--- src/rtl/cpa_pkg.sv ---
// Shared definitions for the chunked carry-propagate adder: FSM state codes,
// operation mode codes and a parameter sanity helper.
package cpa_pkg;

  typedef logic [1:0] state_t;

  localparam state_t IDLE = 2'd0;
  localparam state_t RUN  = 2'd1;
  localparam state_t DONE = 2'd2;

  localparam logic MODE_ADD = 1'b0;
  localparam logic MODE_SUB = 1'b1;

  // A chunk must tile the operand exactly; checked at elaboration by the top.
  function automatic bit cfg_ok(int width, int chunk);
    return (chunk > 0) && (width >= chunk) && ((width % chunk) == 0);
  endfunction

endpackage

--- src/rtl/chunked_cpa_seq_if.sv ---
// Request/result bundle of the chunked adder: operands and start from the
// requester, registered result and status back to it.
interface chunked_cpa_seq_if #(
  parameter int WIDTH = 16
);
  logic             start;
  logic             mode;
  logic [WIDTH-1:0] A;
  logic [WIDTH-1:0] B;
  logic             Cin;
  logic             busy;
  logic             done;
  logic [WIDTH-1:0] S;
  logic             Cout;
  logic             ovf;
  logic             zero;

  modport master (
    output start, mode, A, B, Cin,
    input  busy, done, S, Cout, ovf, zero
  );

  modport slave (
    input  start, mode, A, B, Cin,
    output busy, done, S, Cout, ovf, zero
  );
endinterface

--- src/rtl/cpa_chunk.sv ---
// Combinational W-bit ripple-carry adder built from full-adder cells.
// Zero latency; no handshake, purely combinational.
module cpa_chunk #(
  parameter int W = 4
) (
  input  logic [W-1:0] A,
  input  logic [W-1:0] B,
  input  logic         Cin,
  output logic [W-1:0] S,
  output logic         Cout
);

  logic [W:0] c;

  assign c[0] = Cin;

  for (genvar i = 0; i < W; i++) begin : g_fa
    assign S[i]   = A[i] ^ B[i] ^ c[i];
    assign c[i+1] = (A[i] & B[i]) | (c[i] & (A[i] ^ B[i]));
  end

  assign Cout = c[W];

endmodule

--- src/rtl/chunked_cpa_seq.sv ---
// Multi-cycle add/subtract, one CHUNK slice per clock; done in cycle NCHUNK+1
// after the accepting edge. start is only honoured in IDLE/DONE, ignored in RUN.
module chunked_cpa_seq #(
  parameter int WIDTH = 16,
  parameter int CHUNK = 4
) (
  input  logic               clk,
  input  logic               rst,
  chunked_cpa_seq_if.slave   bus
);

  import cpa_pkg::*;

  localparam int NCHUNK = WIDTH / CHUNK;
  localparam int CW     = (NCHUNK > 1) ? $clog2(NCHUNK) : 1;

  if (!cfg_ok(WIDTH, CHUNK)) begin : g_cfg_err
    $error("chunked_cpa_seq: WIDTH must be a positive multiple of CHUNK");
  end

  state_t           state;
  logic [CW-1:0]    cnt;
  logic [WIDTH-1:0] a_q;
  logic [WIDTH-1:0] b_q;
  logic [WIDTH-1:0] acc;
  logic             carry_q;
  logic             a_msb_q;
  logic             b_msb_q;
  logic [WIDTH-1:0] s_q;
  logic             cout_q;
  logic             ovf_q;
  logic             zero_q;

  logic [WIDTH-1:0] b_eff;
  logic [CHUNK-1:0] slice;
  logic             slice_co;
  logic [WIDTH-1:0] next_acc;
  logic             last;

  assign b_eff = (bus.mode == MODE_SUB) ? ~bus.B : bus.B;
  assign last  = (cnt == CW'(NCHUNK - 1));

  // Operands shift right each cycle so the adder always sees bits [CHUNK-1:0];
  // finished slices enter the accumulator from the top.
  cpa_chunk #(.W(CHUNK)) u_chunk (
    .A    (a_q[CHUNK-1:0]),
    .B    (b_q[CHUNK-1:0]),
    .Cin  (carry_q),
    .S    (slice),
    .Cout (slice_co)
  );

  always_comb begin
    next_acc = (acc >> CHUNK) | (WIDTH'(slice) << (WIDTH - CHUNK));
  end

  always_ff @(posedge clk) begin
    if (rst) begin
      state   <= IDLE;
      cnt     <= '0;
      a_q     <= '0;
      b_q     <= '0;
      acc     <= '0;
      carry_q <= 1'b0;
      a_msb_q <= 1'b0;
      b_msb_q <= 1'b0;
      s_q     <= '0;
      cout_q  <= 1'b0;
      ovf_q   <= 1'b0;
      zero_q  <= 1'b0;
    end else begin
      case (state)
        IDLE, DONE: begin
          if (bus.start) begin
            a_q     <= bus.A;
            b_q     <= b_eff;
            carry_q <= (bus.mode == MODE_SUB) ? 1'b1 : bus.Cin;
            a_msb_q <= bus.A[WIDTH-1];
            b_msb_q <= b_eff[WIDTH-1];
            cnt     <= '0;
            state   <= RUN;
          end else begin
            state   <= IDLE;
          end
        end
        RUN: begin
          a_q     <= a_q >> CHUNK;
          b_q     <= b_q >> CHUNK;
          acc     <= next_acc;
          carry_q <= slice_co;
          if (last) begin
            // Results are published together on the final slice edge only.
            cnt    <= '0;
            state  <= DONE;
            s_q    <= next_acc;
            cout_q <= slice_co;
            ovf_q  <= (a_msb_q == b_msb_q) && (next_acc[WIDTH-1] != a_msb_q);
            zero_q <= (next_acc == '0);
          end else begin
            cnt    <= cnt + 1'b1;
          end
        end
        default: state <= IDLE;
      endcase
    end
  end

  assign bus.busy = (state == RUN);
  assign bus.done = (state == DONE);
  assign bus.S    = s_q;
  assign bus.Cout = cout_q;
  assign bus.ovf  = ovf_q;
  assign bus.zero = zero_q;

endmodule

--- src/flat_wrapper.sv ---
// flat-port wrapper written by rule: the top's interface ports become plain ports
module chunked_cpa_seq_flat import cpa_pkg::*;
#(
  parameter int WIDTH = 16,
  parameter int CHUNK = 4
)
  (clk, rst, bus_start, bus_mode, bus_A, bus_B, bus_Cin, bus_busy, bus_done, bus_S, bus_Cout, bus_ovf, bus_zero);
  chunked_cpa_seq_if #(.WIDTH(WIDTH)) bus_i ();
  input  logic clk;
  input  logic rst;
  input wire logic [$bits(bus_i.start)-1:0] bus_start;
  input wire logic [$bits(bus_i.mode)-1:0] bus_mode;
  input wire logic [$bits(bus_i.A)-1:0] bus_A;
  input wire logic [$bits(bus_i.B)-1:0] bus_B;
  input wire logic [$bits(bus_i.Cin)-1:0] bus_Cin;
  output wire logic [$bits(bus_i.busy)-1:0] bus_busy;
  output wire logic [$bits(bus_i.done)-1:0] bus_done;
  output wire logic [$bits(bus_i.S)-1:0] bus_S;
  output wire logic [$bits(bus_i.Cout)-1:0] bus_Cout;
  output wire logic [$bits(bus_i.ovf)-1:0] bus_ovf;
  output wire logic [$bits(bus_i.zero)-1:0] bus_zero;
  assign bus_i.start = bus_start;
  assign bus_i.mode = bus_mode;
  assign bus_i.A = bus_A;
  assign bus_i.B = bus_B;
  assign bus_i.Cin = bus_Cin;
  assign bus_busy = bus_i.busy;
  assign bus_done = bus_i.done;
  assign bus_S = bus_i.S;
  assign bus_Cout = bus_i.Cout;
  assign bus_ovf = bus_i.ovf;
  assign bus_zero = bus_i.zero;
  chunked_cpa_seq #(.WIDTH(WIDTH), .CHUNK(CHUNK)) u_core (.clk(clk), .rst(rst), .bus(bus_i));
endmodule
--- config.mk ---
export PLATFORM = sky130hd
export DESIGN_NAME = chunked_cpa_seq_flat
export DESIGN_NICKNAME = d
export VERILOG_FILES = /design/src/rtl/cpa_pkg.sv /design/src/rtl/chunked_cpa_seq_if.sv /design/src/rtl/cpa_chunk.sv /design/src/rtl/chunked_cpa_seq.sv /design/src/flat_wrapper.sv
export SDC_FILE = /design/constraint.sdc
export NUM_CORES = 1
export LEC_CHECK = 0
export BUFFER_PORTS_ARGS = -buffer_cell sky130_fd_sc_hd__buf_2
export CAP_MARGIN = 30
export CORE_ASPECT_RATIO = 0.5
export CORE_MARGIN = 2
export CORE_UTILIZATION = 47
export DETAILED_ROUTE_END_ITERATION = 10
export PLACE_DENSITY = 0.69
export SETUP_SLACK_MARGIN = 0.4
export SLEW_MARGIN = 20
export SYNTH_ARGS = -nofsm -noshare
export SYNTH_HDL_FRONTEND = slang
export SYNTH_HIERARCHICAL = 1
export SYNTH_SLANG_ARGS = --single-unit
--- constraint.sdc ---
create_clock -name clk -period 5 [get_ports clk]
set_input_delay 1.5 -clock clk [delete_from_list [all_inputs] [get_ports clk]]
set_output_delay 1.5 -clock clk [all_outputs]
set_load 0.01 [all_outputs]
==> flow_summary.toml <==
[run_status]
status = "finished clean"

[global_route]
grt_max_degree = 50
track_usage = 0.180
grt_first_pass_wirelength_um = 10300
antenna_found_initial = 0
grt_pass1_vias = 2292
gr-total-overflow = 0

[clocking]
root_buffer = "clkbuf_16"
clk_path_buf_depth = 2
postCtsHoldBufs = 0
cts_max_level = 3
cts.reportedPaths.clkPinSlew_ps = 50
clock_sinks = 70
cts_tree = "yes"
cts_setup_buffers = 0
cts_buffers = 9
post_cts_resized = 0
clkLatencyLatePin_ps = 320

[drt]
final_antenna_net_count = 0
firstDrtPassIters = 5
avgRoutedWirePerCell_um = 13.2
drtIter0Drc = 156
drc = 0
vias_per_cell = 5.23
routed_wl_um = 6360
vias = 2517

[critical_path]
worst-setup-path-type = "flop to output port"
cp_data_required_time_ps = 3500
critical_path.max_fanout = 42
worstPathArrival_ps = 1990
crit_path_end_kind = "output port"
crit_path_start_kind = "flop"

[yosys]
syn_avg_cell_area_sq_um = 8.87
synth_area_sq_um = 3100
synth_nets = 392
syn-instance-count = 350
yosysUniqueCellTypes = 35
synth-seq-cells = 70
seq_area_frac_synth = 0.451
yosys_warnings = 6

[placed_design]
placed_cell_area_sq_um = 3280
gp_congestion = 0.746
port_buffers = 57
dp_hpwl_um = 4200

[timing]
rsz0062_at_grt = "false"
finalSetupViolations = 0
fmax_mhz = 287
slew_violations = 0
timing.final.hold_violations = 0
tns_ps = 0
finalCritPeriodShare = 0.697
post-route-min-period_ps = 3490
skew_ps = 3.44
slew_headroom = 0.422
worstMarginPinSlew_ps = 867

[power]
pwr_density_cell_nw_per_um2 = 391
fin_total_pwr_mw = 1.42
ir_worst_vdd_v = 0.000168
p_leak_nw = 1.42

[floorplan]
die_h_um = 61.5
core_sq_um = 6230
rows = 20
start_util = 0.498
die_x_um = 119
pin_count = 58
die_area_sq_um = 7310

[final_layout]
diodes = 0
layout_common_cells = "dfxtp_1 (70), nand2_1 (60), buf_2 (57)"
area_growth_pct = 16.6
drive_above_1_share = 0.262
fin_area_sq_um = 3620
post-route-util = 0.581
nets = 431
layout_commonest_cell = "dfxtp_1"

[job]
max_cap_violations = 0

[min_path]
hp-class = "flop to flop"
[worst paths after layout]
path	endpoint	depth (start not counted)	slack [ps]	from
setup / recovery	bus_busy	4	1510	u_core/state[0]
hold / removal	u_core/bus.S[2]	2	460	u_core/bus.S[2]
setup reg to reg	u_core/bus.ovf	10	2250	u_core/a_q[0]
hold reg to reg	u_core/bus.S[2]	2	460	u_core/bus.S[2]
[layer usage]
metal	GRT usage	wire length, um	vias up
met5	0	0	-
met4	0.0663	29	0
met3	0.0602	421	4
met2	0.312	2900	76
met1	0.217	3010	1168
li1	-	-	1269
[critical path: stages (launching register included)]
cell	delay [ps]
dfxtp_1	470
nand2b_2	200
buf_12	220
inv_2	500
buf_2	250
[power breakdown]
part	switching (mW)	total, mW	internal, mW	leakage (nW)
Combinational	0.0864	0.140	0.0538	0.688
Sequential	0.0176	0.602	0.584	0.570
Clock	0.217	0.675	0.458	0.161
Total	0.321	1.42	1.10	1.42
[kinds of logic (layout without fill, tap and decap cells)]
logic type / Yosys count / after routing / synth area share
simple gates: 123 / 123 / 0.193
compound gates: 94 / 94 / 0.191
flops: 70 / 70 / 0.451
buf+inv: 42 / 85 / 0.0895
xor+xnor: 16 / 16 / 0.0451
fa+ha+maj: 5 / 5 / 0.0298
[synthesized netlist by cell type]
library cell	count	area [sq um]
nand2_2	10	62.6
a22oi_1	24	180
clkbuf_1	8	30.0
inv_1	10	37.5
dfxtp_1	70	1400
nor2b_1	1	6.26
nand2b_4	1	13.8
inv_2	1	3.75
nor4b_1	1	8.76
a21oi_2	12	105
a31oi_1	2	12.5
nand3b_1	3	22.5
nand2_1	60	225
nand2b_2	1	8.76
buf_4	5	37.5
o21a_1	1	7.51
nand3_1	32	160
a311oi_2	1	15.0
nor2_1	4	15.0
nand4_1	1	6.26
or3b_1	1	8.76
xor2_1	16	140
nand3_2	2	20.0
o21ai_0	1	5.00
and3b_1	1	8.76
and2b_1	1	7.51
buf_6	7	78.8
a21oi_1	52	260
buf_8	2	30.0
buf_12	1	20.0
buf_2	8	40.0
ha_1	1	12.5
fa_1	4	80.1
nor4_1	4	25.0
o31ai_1	1	7.51
[area by class of cell]
type	instances	area [sq um]
Inverter	11	41.3
Timing Repair Buffer	59	313
Sequential cell	70	1400
Multi-Input combinational cell	238	1430
Tap cell	88	110
Fill cell	585	2610
Clock inverter	4	70.1
Clock buffer	11	253
[sequential cells by signal, summed over array words and instances (netlist names)]
signal	cells
u_core/bus.Cout	1
u_core/b_q	16
u_core/a_msb_q	1
u_core/carry_q	1
u_core/cnt	2
u_core/b_msb_q	1
u_core/bus.S	16
u_core/bus.ovf	1
u_core/state	2
u_core/acc	12
u_core/bus.zero	1
u_core/a_q	16
[metrics by stage]
step | hold WS (ps) | setup slack [ps] | cells
6_report | 457 | 1510 | 481
5_1_grt | 475 | 1400 | 481
4_1_cts | 459 | 1080 | 480
3_5_place_dp | 451 | 1430 | 465
3_3_place_gp | 442 | 1550 | 465
2_1_floorplan | 444 | 2440 | 350
No activity file was read; power rests on OpenSTA's default activity.
